File: src/rtl/i2c_pkg.sv
// Shared I2C definitions: responder FSM states and bus constants.
// Reused by the bus-master model.
package i2c_pkg;

  typedef enum logic [2:0] {
    ST_IDLE,
    ST_ADDR,
    ST_ADDR_ACK,
    ST_WR_BYTE,
    ST_WR_ACK,
    ST_RD_BYTE,
    ST_RD_ACK
  } i2c_state_e;

  localparam logic ACK    = 1'b0;
  localparam logic NACK   = 1'b1;
  localparam int   RW_BIT = 0;

endpackage

File: src/rtl/i2c_line_filter.sv
// One bus line: 2-FF synchronizer plus FILT_DEPTH debounce.
// Emits the filtered level and one-cycle rise/fall pulses.
module i2c_line_filter #(
  parameter int FILT_DEPTH = 3
) (
  input  logic clk,
  input  logic rst_n,
  input  logic pad_i,
  output logic lvl_o,
  output logic rise_o,
  output logic fall_o
);

  logic [1:0] sync_q, sync_d;
  logic [2:0] cnt_q, cnt_d;
  logic       lvl_q, lvl_d;
  logic       rise_q, rise_d;
  logic       fall_q, fall_d;

  always_comb begin
    sync_d = {sync_q[0], pad_i};
    cnt_d  = '0;
    lvl_d  = lvl_q;
    rise_d = 1'b0;
    fall_d = 1'b0;
    // count consecutive samples that disagree with the held level
    if (sync_q[1] != lvl_q) begin
      if (cnt_q == 3'(FILT_DEPTH - 1)) begin
        lvl_d  = sync_q[1];
        rise_d = sync_q[1];
        fall_d = ~sync_q[1];
      end else begin
        cnt_d = cnt_q + 3'd1;
      end
    end
  end

  always_ff @(posedge clk or negedge rst_n) begin
    if (!rst_n) begin
      sync_q <= 2'b11;
      cnt_q  <= '0;
      lvl_q  <= 1'b1;
      rise_q <= 1'b0;
      fall_q <= 1'b0;
    end else begin
      sync_q <= sync_d;
      cnt_q  <= cnt_d;
      lvl_q  <= lvl_d;
      rise_q <= rise_d;
      fall_q <= fall_d;
    end
  end

  assign lvl_o  = lvl_q;
  assign rise_o = rise_q;
  assign fall_o = fall_q;

endmodule

File: src/rtl/i2c_slave_regs.sv
// I2C responder with 7-bit address and an 8x8 register file
// behind an auto-incrementing pointer.
module i2c_slave_regs
  import i2c_pkg::*;
#(
  parameter logic [6:0] SLAVE_ADDR = 7'h50,
  parameter int         FILT_DEPTH = 3
) (
  input  logic       wb_clk_i,
  input  logic       rst_i,
  input  logic       scl_pad_i,
  input  logic       sda_pad_i,
  output logic       sda_pad_o,
  output logic       sda_padoen_o,
  input  logic [2:0] loc_adr_i,
  output logic [7:0] loc_dat_o,
  output logic       wr_stb_o,
  output logic [2:0] wr_adr_o,
  output logic       busy_o
);

  logic scl_lvl, scl_rise, scl_fall;
  logic sda_lvl, sda_rise, sda_fall;

  i2c_line_filter #(.FILT_DEPTH(FILT_DEPTH)) u_scl (
    .clk    (wb_clk_i),
    .rst_n  (rst_i),
    .pad_i  (scl_pad_i),
    .lvl_o  (scl_lvl),
    .rise_o (scl_rise),
    .fall_o (scl_fall)
  );

  i2c_line_filter #(.FILT_DEPTH(FILT_DEPTH)) u_sda (
    .clk    (wb_clk_i),
    .rst_n  (rst_i),
    .pad_i  (sda_pad_i),
    .lvl_o  (sda_lvl),
    .rise_o (sda_rise),
    .fall_o (sda_fall)
  );

  i2c_state_e state_q, state_d;
  logic [3:0] bit_q, bit_d;
  logic [7:0] shreg_q, shreg_d;
  logic [2:0] ptr_q, ptr_d;
  logic       rw_q, rw_d;
  logic       first_q, first_d;
  logic       nack_q, nack_d;
  logic       oen_q, oen_d;
  logic       busy_q, busy_d;
  logic       wr_stb_q, wr_stb_d;
  logic [2:0] wr_adr_q, wr_adr_d;
  logic [7:0] regs_q [8];
  logic [7:0] regs_d [8];

  logic       start_w, stop_w, rise_w, fall_w;
  logic [7:0] byte_w;

  // bus conditions outrank a coincident SCL edge
  assign start_w = sda_fall & scl_lvl;
  assign stop_w  = sda_rise & scl_lvl;
  assign rise_w  = scl_rise & ~start_w & ~stop_w;
  assign fall_w  = scl_fall & ~start_w & ~stop_w;
  assign byte_w  = {shreg_q[6:0], sda_lvl};

  always_comb begin
    state_d  = state_q;
    bit_d    = bit_q;
    shreg_d  = shreg_q;
    ptr_d    = ptr_q;
    rw_d     = rw_q;
    first_d  = first_q;
    nack_d   = nack_q;
    oen_d    = oen_q;
    busy_d   = busy_q;
    wr_stb_d = 1'b0;
    wr_adr_d = wr_adr_q;
    regs_d   = regs_q;
    unique case (1'b1)
      start_w: begin
        state_d = ST_ADDR;
        bit_d   = '0;
        oen_d   = 1'b1;
        busy_d  = 1'b0;
      end
      stop_w: begin
        state_d = ST_IDLE;
        oen_d   = 1'b1;
        busy_d  = 1'b0;
      end
      rise_w: begin
        case (state_q)
          ST_ADDR: begin
            if (bit_q < 4'd8) begin
              shreg_d = byte_w;
              bit_d   = bit_q + 4'd1;
              if (bit_q == 4'd7) begin
                if (byte_w[7:1] == SLAVE_ADDR) begin
                  busy_d = 1'b1;
                  rw_d   = byte_w[RW_BIT];
                end else begin
                  state_d = ST_IDLE;
                end
              end
            end
          end
          ST_WR_BYTE: begin
            if (bit_q < 4'd8) begin
              shreg_d = byte_w;
              bit_d   = bit_q + 4'd1;
              if (bit_q == 4'd7) begin
                if (first_q) begin
                  ptr_d   = byte_w[2:0];
                  first_d = 1'b0;
                end else begin
                  regs_d[ptr_q] = byte_w;
                  wr_stb_d      = 1'b1;
                  wr_adr_d      = ptr_q;
                  ptr_d         = ptr_q + 3'd1;
                end
              end
            end
          end
          ST_RD_ACK: nack_d = (sda_lvl == NACK);
          default: ;
        endcase
      end
      fall_w: begin
        case (state_q)
          ST_ADDR: begin
            if (bit_q == 4'd8) begin
              oen_d   = ACK;
              state_d = ST_ADDR_ACK;
            end
          end
          ST_ADDR_ACK: begin
            bit_d = '0;
            if (rw_q) begin
              shreg_d = regs_q[ptr_q];
              oen_d   = regs_q[ptr_q][7];
              state_d = ST_RD_BYTE;
            end else begin
              oen_d   = 1'b1;
              first_d = 1'b1;
              state_d = ST_WR_BYTE;
            end
          end
          ST_WR_BYTE: begin
            if (bit_q == 4'd8) begin
              oen_d   = ACK;
              state_d = ST_WR_ACK;
            end
          end
          ST_WR_ACK: begin
            oen_d   = 1'b1;
            bit_d   = '0;
            state_d = ST_WR_BYTE;
          end
          ST_RD_BYTE: begin
            if (bit_q == 4'd7) begin
              oen_d   = 1'b1;
              ptr_d   = ptr_q + 3'd1;
              state_d = ST_RD_ACK;
            end else begin
              shreg_d = {shreg_q[6:0], 1'b0};
              oen_d   = shreg_q[6];
              bit_d   = bit_q + 4'd1;
            end
          end
          ST_RD_ACK: begin
            if (nack_q) begin
              state_d = ST_IDLE;
            end else begin
              shreg_d = regs_q[ptr_q];
              oen_d   = regs_q[ptr_q][7];
              bit_d   = '0;
              state_d = ST_RD_BYTE;
            end
          end
          default: ;
        endcase
      end
      default: ;
    endcase
  end

  always_ff @(posedge wb_clk_i or negedge rst_i) begin
    if (!rst_i) begin
      state_q  <= ST_IDLE;
      bit_q    <= '0;
      shreg_q  <= '0;
      ptr_q    <= '0;
      rw_q     <= 1'b0;
      first_q  <= 1'b0;
      nack_q   <= 1'b0;
      oen_q    <= 1'b1;
      busy_q   <= 1'b0;
      wr_stb_q <= 1'b0;
      wr_adr_q <= '0;
      for (int i = 0; i < 8; i++) regs_q[i] <= '0;
    end else begin
      state_q  <= state_d;
      bit_q    <= bit_d;
      shreg_q  <= shreg_d;
      ptr_q    <= ptr_d;
      rw_q     <= rw_d;
      first_q  <= first_d;
      nack_q   <= nack_d;
      oen_q    <= oen_d;
      busy_q   <= busy_d;
      wr_stb_q <= wr_stb_d;
      wr_adr_q <= wr_adr_d;
      regs_q   <= regs_d;
    end
  end

  assign sda_pad_o    = 1'b0;
  assign sda_padoen_o = oen_q;
  assign loc_dat_o    = regs_q[loc_adr_i];
  assign wr_stb_o     = wr_stb_q;
  assign wr_adr_o     = wr_adr_q;
  assign busy_o       = busy_q;

endmodule

File: config.mk
export PLATFORM = sky130hd
export DESIGN_NAME = i2c_slave_regs
export DESIGN_NICKNAME = d
export VERILOG_FILES = /design/src/rtl/i2c_pkg.sv /design/src/rtl/i2c_line_filter.sv /design/src/rtl/i2c_slave_regs.sv
export SDC_FILE = /design/constraint.sdc
export NUM_CORES = 1
export LEC_CHECK = 0
export ABC_AREA = 1
export ABC_CLOCK_PERIOD_IN_PS = 1920
export BUFFER_PORTS_ARGS = -buffer_cell sky130_fd_sc_hd__buf_2
export CORE_MARGIN = 1
export CORE_UTILIZATION = 54
export CTS_CLUSTER_SIZE = 8
export DETAILED_ROUTE_END_ITERATION = 8
export GPL_TIMING_DRIVEN = 0
export PLACE_DENSITY = 0.8
export SYNTH_ARGS = -nofsm -noshare
export SYNTH_HDL_FRONTEND = slang
export SYNTH_HIERARCHICAL = 1
export SYNTH_SLANG_ARGS = --single-unit
File: constraint.sdc
create_clock -name wb_clk_i -period 1.92 [get_ports wb_clk_i]
set_input_delay 0 -clock wb_clk_i [delete_from_list [all_inputs] [get_ports wb_clk_i]]
set_output_delay 0 -clock wb_clk_i [all_outputs]
set_load 0.1 [all_outputs]
; Word-level counts from Yosys, hierarchy flattened
; Index checks and enable logic that the tools add are counted.
[totals]
rom_bits = 0
register_bits = 106
elab_cells = 180
latchBits = 0
memories = 0
ramBits = 0
[op_classes]
div_mod_pow = 0
eq_ne = 35
n_reduce_logical = 21
mul = 0
muxes = 74
bitwise = 13
n_shift = 0
n_lt_le_gt_ge = 4
addsub = 4
[op_table]
columns = cell, count
row1 = $bwmux W64, 1
row2 = $mux W3, 19
row3 = $bmux W8 S3, 2
row4 = $mux W8, 5
row5 = $mux W7, 5
row6 = $mux W1, 26
row7 = $demux W8 S3, 1
row8 = $pmux W4 S3, 2
row9 = $pmux W7 S3, 1
row10 = $ne A3 B3 Y1 const B, 6
row11 = $pmux W3 S6, 1
row12 = $reduce_and A6 Y1, 3
row13 = $mux W4, 4
row14 = $ne A2 B1 Y1 const B, 8
row15 = $reduce_and A5 Y1, 3
row16 = $pmux W7 S2, 1
row17 = $eq A3 B2 Y1 const B, 4
row18 = $pmux W3 S4, 1
row19 = $add A3 B1 Y3 const B, 3
row20 = $eq A3 B3 Y1 const B, 3
row21 = $reduce_and A9 Y1, 1
row22 = $ge A4 B4 Y1 const B, 2
row23 = $not A3 Y4, 2
row24 = $eq A7 B7 Y1 const B, 1
row25 = other kinds (26), 46

; Depth between registers and ports, before layout
[depth]
depth_word = 7
depth_mapped = 12

; Cells and area by module
; The synthesis kept the hierarchy.
[by_module_without_submodules]
columns = mod, seq_area_each_um2, area_each_um2, n_inst, cells_per_inst
row1 = i2c_slave_regs, 2253.4, 5190.0, 1, 690
row2 = i2c_line_filter, 203.9, 317.8, 2, 34

; Worst setup path before layout
; Ideal clock, no wire load.
[synth_timing]
kind = input port to output port
startpoint = in loc_adr_i[0]
endpoint = out loc_dat_o[0]
required_ps = 1920
arrival_time_ps = 2409
stages = 7
slack_ps = -489
path_cell_list = clkbuf_1 > inv_1 > buf_2 > buf_1 > a21oi_1 > o21ai_0 > a31oi_1
[synth_via]
elab_chain_len = 4
[synth_rtl]
columns = element, line_no
row1 = "start, declared", i2c_slave_regs.sv:15  ; input logic [2:0] loc_adr_i,
row2 = $not A3 Y4 (not written as such), i2c_slave_regs.sv:220  ; assign loc_dat_o = regs_q[loc_adr_i];
row3 = $bmux W8 S3, i2c_slave_regs.sv:220
row4 = $mux W8 (not written as such) (2 in a row), i2c_slave_regs.sv:220
row5 = "end, declared", i2c_slave_regs.sv:16  ; output logic [7:0] loc_dat_o,
; No other way between the ends. The select of a mux whose other input is x is not followed.

; Final worst setup path
[layout_timing]
startpoint = reg bit_q[1]
endpoint = reg regs_q[47] (netlist name)
[layout_via]
elab_chain_len = 2
[layout_rtl]
columns = element, line_no
row1 = "start, declared", i2c_slave_regs.sv:44  ; logic [3:0] bit_q, bit_d;
row2 = "start signal, assigned", i2c_slave_regs.sv:204  ; bit_q <= bit_d;
row3 = $lt A4 B4 Y1 or $eq A4 B3 Y1 (tied branches), "i2c_slave_regs.sv:109, i2c_slave_regs.sv:112"
row4 = $reduce_and A5 Y1 (no line) (*), -
row5 = "end signal, assigned", i2c_slave_regs.sv:214  ; regs_q <= regs_d;
row6 = "end, declared", i2c_slave_regs.sv:54  ; logic [7:0] regs_q [8];
; Mark *: on every way between the ends. The rest lies on a longest branch, timed or not.
; A chain may end at the register's enable or synchronous reset.

==> impl_metrics.json <==
{
  "result_of_the_run": "complete, but fails checks",
  "failed_checks": "negative setup slack",
  "report.final.slew_viol_count": 0,
  "post_layout_nonfiller_instances": 957,
  "synth_top_cells_by_area": "dfrtp_1 43%, nand2_1 13%, o21ai_0 6.9%",
  "yosys.area.top_type_share": 0.425,
  "synth_cells": 758,
  "yosys_register_bits": 106,
  "synth-edff-count": 0,
  "critPathRequiredTime_ps": 2190,
  "dr_total_vias": 5551,
  "dp_slack_ps": -129,
  "power.switching_w": 0.00218,
  "gp_congestion": 1.00,
  "detail_route.iter0.violations": 525,
  "worst_setup_path_startpoint": "bit_q[1]",
  "placeableCoreArea_um2": 10400,
  "total_leakage_power_nw": 3.19,
  "pin_count_of_the_biggest_net_entering_global_routing": 59,
  "first_pass_iteration_count_of_the_detailed_router": 7,
  "post-route-min-period_ps": 1930,
  "report.final.setup_viol": 2,
  "cts.path.max_buffers": 2,
  "maxClockFrequency_ghz": 0.519,
  "first_global_vias": 5066,
  "fin_ws_ps": -6.49,
  "power_switching_share": 0.397,
  "synth_area_leader_cell": "dfrtp_1",
  "setup_repair_after_global_routing_missed_its_margin": "true",
  "vias_per_cell": 5.80,
  "postSynthNetCount": 768,
  "worst_reg2reg_startpoint": "bit_q[1]",
  "synth_flop_cell": "dfrtp_1",
  "numCtsBuffers": 9,
  "globalRouteOverflowTotal": 0,
  "tightest_slew_ps": 887,
  "worst_setup_skew_after_layout_ps": 19.1,
  "finalHoldViolations": 0,
  "hold_slack_ps": 174,
  "synth-async-reset-ratio": 1.00,
  "grt_first_pass_wirelength_um": 26700,
  "rows": 37,
  "clk_transition_reported_paths_ps": 110,
  "antenna_found_initial": 0,
  "critical_path_arrival_ps": 2190,
  "ios": 22,
  "cts-root-buf": "clkbuf_8",
  "endpoint_kind": "register",
  "antenna_left": 0,
  "yosysSeqAreaShare": 0.457,
  "start_kind": "register",
  "post-layout-total-power_w": 0.00549,
  "dieArea_um2": 11200,
  "min_path_type": "primary input to asynchronous set/reset pin",
  "remaining_drc_errors": 0,
  "critical_path.max_fanout": 10,
  "share_of_power_burned_in_registers": 0.478,
  "placed_cells_incl_taps": 913,
  "fp.dieW_um": 106,
  "design.final.nets": 826,
  "ys.warnings.count": 6,
  "max-cap-violations": 0,
  "cellInternalPower_w": 0.00331,
  "critical_path_class": "register to register",
  "layout-drive-gt1-share": 0.212,
  "drt-total-wl_um": 17400,
  "vdd_drop_max_v": 0.000820,
  "detail_route.wl_per_cell_um": 18.2,
  "gr-usage-all-layers": 0.317,
  "period_share": 1.00,
  "htreeDepth": 3,
  "setup-tns-final_ps": -10.2,
  "synth.cell_area_um2": 5830,
  "die_y_um": 106,
  "cts_tree": "done",
  "power.combinational.fraction": 0.282,
  "dp_hpwl_um": 12100,
  "synth_area_per_cell_um2": 7.69,
  "n_antenna_cell": 0,
  "power_density_nw_per_um2": 806,
  "clock_sink_count": 106,
  "synth_cell_type_count": 33,
  "max-slew-margin-rel": 0.409,
  "clock_insertion_delay_worst_skew_ps": 400,
  "clock_power_share": 0.240,
  "numPortBuffers": 18,
  "syn_to_final_growth_pct": 17.0,
  "filler_cell_count": 874,
  "start_util": 0.562
}
-- flip-flops by register name, indices dropped and copies added (netlist names), 2 cells and up --
name          count
bit_q             4
ptr_q             3
regs_q           64
shreg_q           7
state_q           3
u_scl/cnt_q       3
u_scl/sync_q      2
u_sda/cnt_q       3
u_sda/sync_q      2
wr_adr_o          3
-- cells in the mapped netlist, types with 2 or more instances --
| cell | number |
|---|---|
| nand2_1 | 194 |
| dfrtp_1 | 99 |
| o21ai_0 | 80 |
| inv_1 | 76 |
| nor2_1 | 68 |
| o21ai_1 | 55 |
| a21oi_1 | 30 |
| nand3_1 | 28 |
| clkbuf_1 | 14 |
| o211ai_1 | 13 |
| o21ai_2 | 11 |
| a31oi_1 | 10 |
| buf_2 | 9 |
| buf_6 | 9 |
| nand4_1 | 9 |
| nand2_2 | 8 |
| nand2_4 | 8 |
| dfstp_2 | 7 |
| nor2_4 | 5 |
| inv_2 | 4 |
| ha_1 | 3 |
| nor2_2 | 3 |
| o22ai_1 | 3 |
| nor2_8 | 2 |
| xor2_1 | 2 |
-- through the flow --
step	util	cell area, µm²
after global placement	0.592	6140
final	0.657	6820
after detailed placement	0.595	6170
after CTS	0.619	6420
after floorplan	-	5880
after global routing	0.657	6820
-- placed cells by master, fill, tap and decap left out, drive strengths merged, types with 2 or more instances in the layout --
cell	count
nand2	210
o21ai	146
dfrtp	99
inv	83
nor2	78
buf	53
clkbuf	36
a21oi	30
nand3	29
o211ai	13
a31oi	10
nand4	9
dfstp	7
o22ai	3
dlygate4sd3	3
ha	3
xor2	2
clkinvlp	2
-- routing by layer --
layer	GRT usage	share of wire	vias up
li1	-	-	2590
met1	0.451	0.43	2663
met2	0.469	0.45	255
met3	0.0779	0.093	43
met4	0.109	0.026	0
met5	0	0	-
-- layout make-up --
cell class	count	area (µm²)	area share
Multi-Input combinational cell	538	2840	0.417
Inverter	80	304	0.0446
Timing Repair Buffer	47	419	0.0615
Buffer	34	244	0.0358
Clock buffer	11	131	0.0193
Tap cell	136	170	0.0250
Sequential cell	106	2660	0.390
Clock inverter	5	42.5	0.00624
-- critical path, cell delays in order (launching register included) --
cell and delay (ps):
dfrtp_1 390, ha_2 200, nand2_2 70, nor2_4 140
inv_2 70, nor2_4 90, nand3_4 150, nor2_8 250
nand2_4 130, buf_6 170, nand2_1 70, o21ai_2 50
-- power groups by stage --
stage          logic, W  clock network [W]  registers [W]
2_1_floorplan  0.000920                  0        0.00269
3_3_place_gp    0.00136                  0        0.00263
3_5_place_dp    0.00140                  0        0.00265
4_1_cts         0.00144            0.00134        0.00260
5_1_grt         0.00170            0.00141        0.00265
6_report        0.00155            0.00132        0.00263
-- cell families after synthesis --
logic type / Yosys count / synth area share
flops: 106 / 0.457
xor+xnor: 3 / 0.00451
compound gates: 204 / 0.192
simple gates: 327 / 0.252
fa+ha+maj: 3 / 0.00644
other cells: 1 / 0.000644
buf+inv: 114 / 0.0876
-- path summary, 6_finish.rpt --
kind | end | depth (start not counted) | slack [ps]
worst min register to register | u_scl/sync_q[1] | 0 | 360
worst max register to register | regs_q[47] | 11 | -6
min in group wb_clk_i | u_scl/sync_q[0] | 2 | 240
worst min-delay path | regs_q[26] | 2 | 170
max in group asynchronous | u_sda/sync_q[1] | 3 | 990
worst max-delay path | regs_q[47] | 11 | -6
-- repair_timing --
| item | 4_1_cts | 5_1_grt |
|---|---|---|
| setup endpoints to repair | 63 | 75 |
| pin swaps | 3 | 7 |
| hold buffers | 3 | 0 |
| gates resized for setup | 5 | 69 |
| gates cloned | 0 | 4 |
| setup buffers | 5 | 16 |
| hold endpoints to repair | 50 | 0 |
Note: power is estimated with default switching activity, not from simulation.
